## src/rtl/reg_read_sb.sv

```systemverilog
// Register file read stage with per-register write scoreboard.
// Tracks outstanding writers, stalls ID on pending sources, bypasses same-cycle write-back.
module reg_read_sb #(
  parameter int MAX_PEND = 3
) (
  input  logic        clk,
  input  logic        rst,
  input  logic [3:0]  rd_addr1,
  input  logic [3:0]  rd_addr2,
  input  logic        rd_use1,
  input  logic        rd_use2,
  output logic [15:0] rd_data1,
  output logic [15:0] rd_data2,
  input  logic        issue,
  input  logic [3:0]  issue_addr,
  input  logic        RegWrite,
  input  logic [3:0]  write_addr,
  input  logic [15:0] RegData,
  input  logic        cancel,
  input  logic [3:0]  cancel_addr,
  output logic        stall,
  output logic        sb_err
);

  logic [15:0] regs    [16];
  logic [1:0]  cnt     [16];
  logic [1:0]  dec     [16];
  logic [1:0]  cnt_nxt [16];
  logic [15:0] pend;
  logic [15:0] under;
  logic        issue_ok;

  // Read ports: R0 is hardwired zero, then same-cycle write-back bypass, then the array.
  always_comb begin
    // NOTE: every combinational output gets a default first so no path can infer a latch.
    rd_data1 = regs[rd_addr1];
    if (rd_addr1 == 4'd0)
      rd_data1 = '0;
    else if (RegWrite && write_addr == rd_addr1)
      rd_data1 = RegData;

    rd_data2 = regs[rd_addr2];
    if (rd_addr2 == 4'd0)
      rd_data2 = '0;
    else if (RegWrite && write_addr == rd_addr2)
      rd_data2 = RegData;
  end

  // Retire/cancel decrements and the effective pending view; R0 is never tracked.
  always_comb begin
    for (int r = 0; r < 16; r++) begin
      dec[r]  = '0;
      pend[r] = 1'b0;
      if (r != 0) begin
        dec[r]  = 2'(RegWrite && write_addr == 4'(r)) + 2'(cancel && cancel_addr == 4'(r));
        pend[r] = (int'(cnt[r]) - int'(dec[r])) > 0;
      end
    end
  end

  assign stall = (rd_use1 && pend[rd_addr1]) ||
                 (rd_use2 && pend[rd_addr2]) ||
                 (issue && int'(cnt[issue_addr]) == MAX_PEND && dec[issue_addr] == 2'd0);

  assign issue_ok = issue && !stall && issue_addr != 4'd0;

  // Next count at full width; a negative result clamps to zero and flags underflow.
  always_comb begin
    int nxt;
    nxt = 0;
    for (int r = 0; r < 16; r++) begin
      cnt_nxt[r] = '0;
      under[r]   = 1'b0;
      if (r != 0) begin
        nxt = int'(cnt[r]) + ((issue_ok && issue_addr == 4'(r)) ? 1 : 0) - int'(dec[r]);
        if (nxt < 0)
          under[r] = 1'b1;
        else
          cnt_nxt[r] = 2'(nxt);
      end
    end
  end

  always_ff @(posedge clk) begin
    if (rst) begin
      // NOTE: the register array is deliberately reset; architectural state must read 0 after rst.
      for (int r = 0; r < 16; r++) begin
        regs[r] <= '0;
        cnt[r]  <= '0;
      end
      sb_err <= 1'b0;
    end else begin
      // NOTE: state updates use non-blocking assignments so every flop samples pre-edge values.
      if (RegWrite && write_addr != 4'd0)
        regs[write_addr] <= RegData;
      for (int r = 0; r < 16; r++)
        cnt[r] <= cnt_nxt[r];
      sb_err <= sb_err | (|under);
    end
  end

endmodule

```

## config.mk

```make
export PLATFORM = sky130hd
export DESIGN_NAME = reg_read_sb
export DESIGN_NICKNAME = d
export VERILOG_FILES = /design/src/rtl/reg_read_sb.sv
export SDC_FILE = /design/constraint.sdc
export NUM_CORES = 1
export LEC_CHECK = 0
export ABC_AREA = 0
export CAP_MARGIN = 15
export CORE_AREA = 2 2 202 204
export CTS_CLUSTER_SIZE = 16
export DETAILED_ROUTE_END_ITERATION = 10
export DIE_AREA = 0 0 204 206
export SETUP_SLACK_MARGIN = 0.5
export SYNTH_ARGS = -nofsm -noshare
export SYNTH_HDL_FRONTEND = slang
export SYNTH_SLANG_ARGS = --single-unit
```

## constraint.sdc

```tcl
create_clock -name clk -period 5.8 [get_ports clk]
set_clock_uncertainty 0.1 [all_clocks]
set_input_delay 1.16 -clock clk [delete_from_list [all_inputs] [get_ports clk]]
set_output_delay 1.16 -clock clk [all_outputs]
set_load 0.05 [all_outputs]
```

==> metrics.md, run 1 <==
| Metric | Value |
|---|---|
| Maximum VDD drop | `0.000201 V` |
| Hold Worst Slack | `0.643 ns` |
| Period utilization | `93.8%` |
| Top-level port count | `77` |
| Register bit count reported by yosys | `287` |
| Final instance count without filler cells | `2018` |
| R2r endpoint | `sb_err` |
| Ys flop type | `edfxtp_1` |
| Iteration-0 DRC Markers | `1056` |
| Top Usage Layer GRT | `met2` |
| Fraction of final layout cells sized beyond drive strength 1 | `35.1%` |
| Static leakage power | `8.20 nW` |
| Sinks on the clock net | `287` |
| Via count of the first global-routing pass | `12300` |
| Met3 capacity usage during global routing | `4.79%` |
| Placed cell areas | `0.0201 sq mm` |
| Maximum fanout count along the critical path | `3` |
| Post-Place Setup Slack | `-0.379 ns` |
| Data arrival time of the worst path | `4.18 ns` |
| Worst min path class | `flop to flop` |
| Final Max Slew Viols | `0` |
| Detail-routed net length per standard cell | `26.9 microns` |
| Total power consumption of the routed design | `5.91 mW` |
| Die outline width | `204 microns` |
| Drc violations | `0` |
| CP Launch Type | `primary input` |
| Post-route setup TNS | `0 ns` |
| Initial antenna violation count | `3` |
| Post-route setup slack | `0.362 ns` |
| GP Congestion | `0.888` |
| Sw Share | `27.4%` |
| Clock input transition at the sequential cells of the worst setup and hold paths | `0.05 ns` |
| Clock root buffer master | `clkbuf_16` |
| Worst setup path endpoint | `stall` |
| Number of hold buffers added after cts | `0` |
| Global Route Usage Sum | `26.4%` |
| Sequential-to-total area share from yosys stat | `46.9%` |
| Via count normalized by instance count | `5.84` |
| Worst rel slew slack | `22.5%` |
| Number of buffers inserted during clock tree synthesis | `35` |
| Cells after DPL | `1941` |
| Fraction of power consumed by sequential logic | `41.2%` |
| Number of library cell types mapped by synthesis | `62` |
| Placement Rows | `74` |
| Final hold violations | `0` |
| Core occupancy in the finished layout | `54.1%` |
| CTS tree | `done` |
| Length of the first detailed-routing pass in iterations | `5` |
| Worst setup slack for register-to-register paths | `1.72 ns` |
| Post-route antenna net violation count | `0` |
| Largest net degree at the start of global routing | `63` |
| Met1 layer usage reported by global route | `34.5%` |
| Portion of total power attributed to combinational logic | `20.6%` |
| Synth top area share | `43.4%` |
| Cell type with the highest aggregate area in the netlist | `edfxtp_1` |
| Skew-Pair Late Insertion Delay | `0.54 ns` |
| Internal portion of total power | `4.29 mW` |
| Number of synthesized flops with an enable pin | `256` |
| Total via count after detailed routing | `11800` |
| Average instance area after synthesis | `13.8 sq um` |
| Synthesized netlist cell count | `1286` |
| Unrepaired setup endpoints after global routing | `yes` |
| Global-route wire length before repair | `79800 microns` |
| Finish-stage setup viols | `0` |
| GR met2 Demand/Resource | `44.3%` |
| Maximum clock frequency | `184 MHz` |
| Start of the worst register-to-register path | `cnt[11][0]` |
| Proportion of register bits with asynchronous set or reset after synthesis | `0%` |
| Final #Nets | `1577` |
| Number of filler cells placed in the layout | `3303` |
| CP Class | `primary input to output pin` |
| Power density over the cells | `272 mW/mm^2` |
| Slew @ Worst Pin | `1.16 ns` |
| Largest buffer count on any clock path | `3` |
| Total die area | `0.0420 sq mm` |
| Outcome | `finished clean` |
| Worst setup EP type | `output pin` |
| Maximum capacitance violations | `0` |
| Initial Util | `44.1%` |
| Final Critical Period | `5.44 ns` |
| Crit path required time | `4.54 ns` |
| DRT Wirelength | `54200 microns` |
| H-tree Lvls | `2` |
| Clock network fraction of total power | `38.2%` |
| P&R area growth vs syn | `22.8%` |
| Netlist Area Pre-Place | `0.0177 sq mm` |
| Placeable core region | `0.0402 sq mm` |
| Top post-synthesis cells by area | `edfxtp_1, mux4_2, and2_1` |
| CP startpoint | `cancel_addr[2]` |
| Yosys warns | `0` |
| R2R cell count | `17` |
| Total overflow reported by the global router | `0` |
| Switching power total | `1.62 mW` |
| Post-route standard cell area excluding fillers | `0.0218 sq mm` |
| Number of buffer cells added on primary ports | `76` |
| HPWL Detailed | `34900 microns` |
| Die Y-Extent | `206 microns` |
[power groups by stage]
| stage | registers [mW] | clock network [mW] | logic [mW] |
|---|---|---|---|
| global route | 2.45 | 2.35 | 1.28 |
| global placement | 2.47 | 0 | 1.16 |
| finish | 2.44 | 2.26 | 1.22 |
| floorplan | 2.46 | 0 | 0.691 |
| detailed placement | 2.48 | 0 | 1.18 |
| CTS | 2.44 | 2.27 | 1.19 |
[per-layer routing]
layer	part of all wire, %	up-vias
li1	-	5150
met1	41	6078
met2	50	437
met3	6.1	115
met4	3.4	0
met5	0	-
[sequential cells by signal (all words and copies together) (netlist names)]
| signal | cells |
|---|---|
| sb_err | 1 |
| cnt | 30 |
| regs | 256 |
[worst max-delay path: stages]
cell,delay (ns)
buf_6,0.09
nand3b_1,0.24
nor3_2,0.24
ha_1,0.30
ha_2,0.19
fa_1,0.52
a21oi_2,0.08
mux4_2,0.46
nor3b_2,0.16
buf_4,0.15
or4_4,0.12
o21ai_4,0.05
or2_4,0.26
buf_12,0.15
[what timing repair did]
item / in CTS / in global routing
setup buffers: 6 / 6
resized for setup: 73 / 59
endpoints found under the setup margin: 2 / 2
pin swaps: 25 / 38
[worst min-delay path by stage]
stage,start,to,slack (ns),cells after the start
floorplan,cnt[12][1],cnt[12][1],0.54,3
global placement,sb_err,sb_err,0.64,2
detailed placement,sb_err,sb_err,0.63,2
CTS,sb_err,sb_err,0.64,2
global route,sb_err,sb_err,0.65,2
finish,sb_err,sb_err,0.64,2
[logic make-up after synthesis]
group,Yosys count,share of synthesized area (%)
and+or+nand+nor,478,15.5
DFF,287,46.9
muxes,208,24.0
buffers and inverters,156,4.11
adders and majority gates,76,6.00
AOI/OAI and AO/OA,57,2.27
xor gates and xnor gates,23,1.14
other,1,0.0212
[synth_stat cells, types with 3 or more instances]
| library cell | instances |
|---|---|
| nor3_2 | 10 |
| nor2b_1 | 6 |
| buf_2 | 22 |
| buf_4 | 3 |
| mux2_2 | 3 |
| clkbuf_1 | 56 |
| dfxtp_1 | 31 |
| nor3_1 | 34 |
| a21boi_0 | 13 |
| edfxtp_1 | 256 |
| nand2_1 | 10 |
| or2_2 | 16 |
| nor4_1 | 3 |
| nand3b_1 | 4 |
| mux4_1 | 5 |
| nand4_1 | 4 |
| ha_1 | 61 |
| xor2_1 | 21 |
| buf_6 | 9 |
| fa_1 | 15 |
| nand3_1 | 17 |
| a21oi_1 | 18 |
| nand2b_1 | 12 |
| mux4_2 | 166 |
| inv_1 | 61 |
| and2_1 | 240 |
| mux2i_1 | 33 |
| o21ai_0 | 7 |
| nor2_1 | 94 |
| nor3b_1 | 16 |
[layout by cell type (no fill, tap or decap), types with 9 or more instances in the layout]
| cell | instances |
|---|---|
| nor2_2 | 14 |
| clkdlybuf4s50_1 | 26 |
| nor3_1 | 24 |
| nand3_1 | 16 |
| buf_12 | 38 |
| mux4_2 | 166 |
| ha_1 | 44 |
| fa_1 | 15 |
| or2_2 | 16 |
| clkbuf_16 | 35 |
| inv_1 | 61 |
| mux2i_1 | 33 |
| nor3_2 | 16 |
| nor2_1 | 74 |
| buf_6 | 10 |
| a21oi_2 | 14 |
| ha_2 | 9 |
| nor3b_1 | 14 |
| edfxtp_1 | 256 |
| a21boi_0 | 13 |
| dfxtp_1 | 31 |
| conb_1 | 16 |
| xor2_1 | 21 |
| and2_1 | 240 |
| buf_4 | 132 |
[cell type report]
cell class                      count  area (sq um)  share of cell area, %
Clock buffer                       41           898                   4.13
Sequential cell                   287          8310                   38.2
Clock inverter                     22           279                   1.28
Tap cell                          532           666                   3.06
Timing Repair Buffer              215          2170                   9.97
Inverter                           61           229                   1.05
Antenna cell                        2          5.00                 0.0230
Multi-Input combinational cell    858          9200                   42.3
Note: power is estimated with default switching activity, not from simulation.
==> inputs of run 2 (changes only) <==
- CORE_AREA: 2 2 202 204 -> 2 2 144 286
- DIE_AREA: 0 0 204 206 -> 0 0 146 288
- RECOVER_POWER: unset -> 50
- SKIP_LAST_GASP: unset -> 1
==> metrics.md, run 2 (synthesized netlist as in run 1, its figures left out) <==
| Metric | Value |
|---|---|
| Drc violations | `0 (unchanged)` |
| Worst setup slack for register-to-register paths | `1.48 ns (was 1.72 ns)` |
| P&R area growth vs syn | `23.3% (was 22.8%)` |
| Post-route standard cell area excluding fillers | `0.0218 sq mm (about the same)` |
| Iteration-0 DRC Markers | `796 (was 1056)` |
| Highest-delay cell along the critical path | `fa_1 (unchanged)` |
| Total via count after detailed routing | `12000 (was 11800)` |
| Cells along the critical path | `buf_2, nand3b_1, buf_6, nor2_1, ha_1, ha_2, fa_1, a21oi_2, mux4_2, nor3b_2, or4_4, o21ai_4, or2_4, buf_12 (was buf_6, nand3b_1, nor3_2, ha_1, ha_2, fa_1, a21oi_2, mux4_2, nor3b_2, buf_4, or4_4, o21ai_4, or2_4, buf_12)` |
| Biggest registers after layout | `regs x256, cnt x30, sb_err x1 (unchanged)` |
| Die Y-Extent | `288 microns (was 206 microns)` |
| Data arrival time of the worst path | `4.27 ns (was 4.18 ns)` |
| Maximum capacitance violations | `5 (was 0)` |
| Via count of the first global-routing pass | `13100 (was 12300)` |
| Worst setup EP type | `output pin (unchanged)` |
| R2r endpoint | `sb_err (unchanged)` |
| Outcome | `complete, but fails checks (was finished clean)` |
| H-tree Lvls | `1 (was 2)` |
| Cells after DPL | `1976 (was 1941)` |
| Unrepaired setup endpoints after global routing | `yes (unchanged)` |
| CP Class | `primary input to output pin (unchanged)` |
| Global-route wire length before repair | `83600 microns (was 79800 microns)` |
| Worst min path class | `flop to flop (unchanged)` |
| Worst rel slew slack | `-140% (was 22.5%)` |
| Final instance count without filler cells | `2047 (was 2018)` |
| Initial antenna violation count | `0 (was 3)` |
| Highest-count cells in the layout ignoring fill and taps | `edfxtp_1, mux4_2, buf_4, and2_1, and2_0 (was edfxtp_1, and2_1, mux4_2, buf_4, nor2_1)` |
| Number of buffers inserted during clock tree synthesis | `27 (was 35)` |
| Maximum fanout count along the critical path | `4 (was 3)` |
| Largest buffer count on any clock path | `3 (unchanged)` |
| HPWL Detailed | `39200 microns (was 34900 microns)` |
| Beginning of the worst hold path | `sb_err (unchanged)` |
| CTS tree | `done (unchanged)` |
| Post-route antenna net violation count | `0 (unchanged)` |
| Global Route Usage Sum | `27.4% (was 26.4%)` |
| Largest net degree at the start of global routing | `63 (unchanged)` |
| Die outline width | `146 microns (was 204 microns)` |
| Skew-Pair Late Insertion Delay | `0.56 ns (was 0.54 ns)` |
| Power density over the cells | `251 mW/mm^2 (was 272 mW/mm^2)` |
| R2R cell count | `15 (was 17)` |
| Sequential standard cell area | `0.00831 sq mm (unchanged)` |
| Slowest stage delay, CP | `0.58 ns (was 0.52 ns)` |
| Clock input transition at the sequential cells of the worst setup and hold paths | `0.07 ns (was 0.05 ns)` |
| Placement Rows | `104 (was 74)` |
| Sinks on the clock net | `287 (unchanged)` |
| Largest Register | `regs (unchanged)` |
| Start of the worst register-to-register path | `cnt[11][0] (unchanged)` |
| CP Launch Type | `primary input (unchanged)` |
| Number of hold buffers added after cts | `0 (unchanged)` |
| Core occupancy in the finished layout | `54.5% (was 54.1%)` |
| Total overflow reported by the global router | `0 (unchanged)` |
| Initial Util | `44.2% (was 44.1%)` |
| Area of the multi-input gates | `0.00930 sq mm (was 0.00920 sq mm)` |
| Placed cell areas | `0.0204 sq mm (was 0.0201 sq mm)` |
| Static leakage power | `8.17 nW (was 8.20 nW)` |
| Endpoint of the worst hold path | `sb_err (unchanged)` |
| Failing checks | `max-capacitance violations, max-slew violations` |
| Number of buffer cells added on primary ports | `76 (unchanged)` |
| GP Congestion | `0.941 (was 0.888)` |
| Final hold violations | `0 (unchanged)` |
| Top-level port count | `77 (unchanged)` |
| Via count normalized by instance count | `5.88 (was 5.84)` |
| Detail-routed net length per standard cell | `27.8 microns (was 26.9 microns)` |
| Slew @ Worst Pin | `3.60 ns (was 1.16 ns)` |
| Maximum clock frequency | `181 MHz (was 184 MHz)` |
| Fraction of final layout cells sized beyond drive strength 1 | `35.6% (was 35.1%)` |
| Period utilization | `95.4% (was 93.8%)` |
| Clock root buffer master | `clkbuf_16 (unchanged)` |
| Commonest non-fill, non-tap cell in the layout | `edfxtp_1 (unchanged)` |
| Number of cells on the worst hold path | `3 (was 2)` |
| Placeable core region | `0.0401 sq mm (was 0.0402 sq mm)` |
| Final Max Slew Viols | `131 (was 0)` |
| Finish-stage setup viols | `0 (unchanged)` |
| Maximum VDD drop | `0.000230 V (was 0.000201 V)` |
| Final #Nets | `1615 (was 1577)` |
| Crit path required time | `4.54 ns (about the same)` |
| DRT Wirelength | `56900 microns (was 54200 microns)` |
| Total die area | `0.0420 sq mm (about the same)` |
| Number of filler cells placed in the layout | `3433 (was 3303)` |
| Final Critical Period | `5.53 ns (was 5.44 ns)` |
| Length of the first detailed-routing pass in iterations | `5 (unchanged)` |
| Family with the most delay on the worst path | `adder cells (was simple AND/OR/NAND/NOR gates)` |
| Buffers & Inverters on Critical Path | `3 (unchanged)` |
| Number of flip-flops in the largest register | `256 (unchanged)` |
-- run 2: worst max path at each step --
stage / start / end / depth (start not counted)
2_1_floorplan: write_addr[1] / stall / 12
3_3_place_gp: cancel / sb_err / 19
3_5_place_dp: cancel / sb_err / 19
4_1_cts: cancel_addr[3] / stall / 15
5_1_grt: RegWrite / stall / 14
6_report: write_addr[2] / stall / 14
-- run 2: final cells by class --
class / instances / area share (%)
Multi-Input combinational cell: 858 / 42.6
Inverter: 61 / 1.05
Sequential cell: 287 / 38.0
Tap cell: 530 / 3.04
Clock buffer: 32 / 3.18
Clock inverter: 16 / 0.728
Antenna cell: 2 / 0.0229
Timing Repair Buffer: 261 / 11.4
-- run 2: power by group --
part | switching [mW] | internal [mW] | total [mW]
registers | 0.0648 | 2.38 | 2.44
logic | 0.657 | 0.589 | 1.25
clock network | 0.806 | 0.990 | 1.80
-- run 2: what timing repair did --
| item | CTS | global route |
|---|---|---|
| buffers inserted | 15 | 6 |
| resized for setup | 99 | 52 |
| gates cloned | 0 | 0 |
| endpoints found under the setup margin | 25 | 2 |
| pin swaps | 39 | 38 |
-- run 2: per-layer routing --
| metal | vias up | track usage (%) | wire length, microns |
|---|---|---|---|
| met5 | - | 0 | 0 |
| met3 | 186 | 2.76 | 2510 |
| met2 | 474 | 50.6 | 30600 |
| met1 | 6155 | 29.0 | 19000 |
| met4 | 0 | 19.8 | 4750 |
| li1 | 5218 | - | - |
-- run 2: tightest hold or removal path, cell delays in order (launching register included) --
cell     delay (ns)
dfxtp_1        0.38
nor4b_2        0.07
buf_4          0.12
a41oi_2        0.15
-- run 2: per-stage QoR --
step | hold slack, ns | TNS, ns | total power, mW | worst slack [ns]
3_3_place_gp | 0.659 | -3.97 | 3.65 | -1.07
6_report | 0.650 | 0 | 5.48 | 0.268
3_5_place_dp | 0.659 | -4.65 | 3.67 | -1.08
4_1_cts | 0.679 | 0 | 5.49 | 0.188
5_1_grt | 0.681 | 0 | 5.64 | 0.155
2_1_floorplan | 0.541 | 0 | 3.15 | 0.516
==> inputs of run 3 (changes only) <==
- CORE_AREA: 2 2 144 286 -> 2 2 130 259
- DIE_AREA: 0 0 146 288 -> 0 0 132 261
- PLACE_DENSITY: unset -> 0.73
==> metrics.md, run 3 (synthesized netlist as in run 1, its figures left out) <==
| Metric | Value |
|---|---|
| Outcome | `complete, but fails checks (unchanged)` |
| Failing checks | `max-capacitance violations, max-slew violations (unchanged)` |
| Core occupancy in the finished layout | `65.7% (was 54.5%)` |
| Highest-count cells in the layout ignoring fill and taps | `edfxtp_1, mux4_2, and2_0, buf_4, and2_1 (was edfxtp_1, mux4_2, buf_4, and2_1, and2_0)` |
| Final Critical Period | `5.51 ns (was 5.53 ns)` |
| Total overflow reported by the global router | `0 (unchanged)` |
| Finish-stage setup viols | `0 (unchanged)` |
| Global-route wire length before repair | `71000 microns (was 83600 microns)` |
| Placement Rows | `94 (was 104)` |
| Via count normalized by instance count | `6.09 (was 5.88)` |
| Post-Place Setup Slack | `-0.427 ns (was -1.08 ns)` |
| Via count of the first global-routing pass | `12300 (was 13100)` |
| Hold Worst Slack | `0.712 ns (was 0.650 ns)` |
| HPWL Detailed | `33500 microns (was 39200 microns)` |
| Top-level port count | `77 (unchanged)` |
| Worst setup EP type | `output pin (unchanged)` |
| Period utilization | `94.9% (was 95.4%)` |
| Highest-delay cell along the critical path | `or4_4 (was fa_1)` |
| Unrepaired setup endpoints after global routing | `yes (unchanged)` |
| P&R area growth vs syn | `20.9% (was 23.3%)` |
| Length of the first detailed-routing pass in iterations | `5 (unchanged)` |
| Largest net degree at the start of global routing | `63 (unchanged)` |
| Detail-routed net length per standard cell | `23.8 microns (was 27.8 microns)` |
| Die Y-Extent | `261 microns (was 288 microns)` |
| Data arrival time of the worst path | `4.25 ns (was 4.27 ns)` |
| Sinks on the clock net | `287 (unchanged)` |
| Maximum VDD drop | `0.000241 V (was 0.000230 V)` |
| CTS tree | `done (unchanged)` |
| Initial antenna violation count | `1 (was 0)` |
| Die outline width | `132 microns (was 146 microns)` |
| CP Class | `primary input to output pin (unchanged)` |
| Largest Register | `regs (unchanged)` |
| Commonest non-fill, non-tap cell in the layout | `edfxtp_1 (unchanged)` |
| Power density over the cells | `258 mW/mm^2 (was 251 mW/mm^2)` |
| Family with the most delay on the worst path | `simple AND/OR/NAND/NOR gates (was adder cells)` |
| CP Launch Type | `primary input (unchanged)` |
| Fraction of final layout cells sized beyond drive strength 1 | `33.0% (was 35.6%)` |
| Iteration-0 DRC Markers | `924 (was 796)` |
| Skew-Pair Late Insertion Delay | `0.56 ns (about the same)` |
| Final #Nets | `1579 (was 1615)` |
| Worst min path class | `flop to flop (unchanged)` |
| Maximum clock frequency | `182 MHz (was 181 MHz)` |
| Number of filler cells placed in the layout | `2375 (was 3433)` |
| Static leakage power | `7.98 nW (was 8.17 nW)` |
| H-tree Lvls | `1 (unchanged)` |
| Biggest registers after layout | `regs x256, cnt x30, sb_err x1 (unchanged)` |
| Clock root buffer master | `clkbuf_16 (unchanged)` |
| Largest buffer count on any clock path | `3 (unchanged)` |
| Post-route setup slack | `0.294 ns (was 0.268 ns)` |
| Slowest stage delay, CP | `0.55 ns (was 0.58 ns)` |
| Drc violations | `0 (unchanged)` |
| Global Route Usage Sum | `26.8% (was 27.4%)` |
| Buffers & Inverters on Critical Path | `4 (was 3)` |
| Final hold violations | `0 (unchanged)` |
| Slew @ Worst Pin | `3.35 ns (was 3.60 ns)` |
| Maximum capacitance violations | `1 (was 5)` |
| Most Frequent Cell on Critical Path | `ha_4` |
| Maximum fanout count along the critical path | `3 (was 4)` |
| Initial Util | `54.4% (was 44.2%)` |
| Post-route setup TNS | `0 ns (unchanged)` |
| Final Max Slew Viols | `63 (was 131)` |
| Cells along the critical path | `buf_8, clkbuf_1, nand3b_1, buf_6, nor2_4, ha_4, ha_4, fa_1, a21oi_2, mux4_2, nor3b_2, or4_4, o21ai_4, or2_4, buf_12 (was buf_2, nand3b_1, buf_6, nor2_1, ha_1, ha_2, fa_1, a21oi_2, mux4_2, nor3b_2, or4_4, o21ai_4, or2_4, buf_12)` |
| Number of buffers inserted during clock tree synthesis | `26 (was 27)` |
| Crit path required time | `4.54 ns (about the same)` |
| Post-route antenna net violation count | `0 (unchanged)` |
| Placeable core region | `0.0326 sq mm (was 0.0401 sq mm)` |
| Worst setup slack for register-to-register paths | `1.59 ns (was 1.48 ns)` |
| Number of buffer cells added on primary ports | `76 (unchanged)` |
| Clock input transition at the sequential cells of the worst setup and hold paths | `0.07 ns (about the same)` |
| Total die area | `0.0345 sq mm (was 0.0420 sq mm)` |
| Worst rel slew slack | `-124% (was -140%)` |
| DRT Wirelength | `45500 microns (was 56900 microns)` |
| GP Congestion | `0.955 (was 0.941)` |
| Total via count after detailed routing | `11600 (was 12000)` |
| Total power consumption of the routed design | `5.53 mW (was 5.48 mW)` |
| Number of flip-flops in the largest register | `256 (unchanged)` |
run 3: worst paths after layout:
| path | start | to | depth (start not counted) |
|---|---|---|---|
| worst max-delay path | RegWrite | stall | 15 |
| worst min-delay path | cnt[1][1] | cnt[1][1] | 3 |
| worst max register to register | cnt[8][0] | sb_err | 17 |
| worst min register to register | cnt[1][1] | cnt[1][1] | 3 |
run 3: worst min-delay path, stage by stage, from the launching register on:
cell	delay [ns]
dfxtp_1	0.34
inv_1	0.10
fa_1	0.26
nor3_1	0.08
run 3: what timing repair did:
item,4_1_cts,5_1_grt
endpoints found under the setup margin,2,2
pin swaps,45,35
hold buffers,0,0
buffers inserted,12,4
hold endpoints to repair,0,0
gates resized for setup,111,33
run 3: final cells by class:
class | instances | area, sq um | share of cell area (%)
Antenna cell | 1 | 2.50 | 0.0117
Clock buffer | 29 | 662 | 3.09
Clock inverter | 19 | 264 | 1.23
Inverter | 61 | 229 | 1.07
Multi-Input combinational cell | 858 | 9180 | 42.9
Sequential cell | 287 | 8310 | 38.8
Tap cell | 432 | 541 | 2.52
Timing Repair Buffer | 226 | 2220 | 10.4
run 3: power by group:
group	internal (mW)	switching, mW
clock	1.10	0.806
combinational	0.574	0.609
sequential	2.38	0.0689
total	4.05	1.48
run 3: layer usage:
layer | routed length, microns | GRT usage (%) | part of all wire (%)
met5 | 0 | 0 | 0
met1 | 18100 | 35.6 | 40
met3 | 3150 | 4.18 | 6.9
met4 | 759 | 6.40 | 1.7
met2 | 23500 | 46.8 | 52
run 3: metrics by stage:
stage / instance area (sq um) / cells
final: 21400 / 1913
after global routing: 21400 / 1912
after CTS: 21300 / 1908
after detailed placement: 20000 / 1848
after global placement: 20000 / 1847
after floorplan: 17800 / 1301
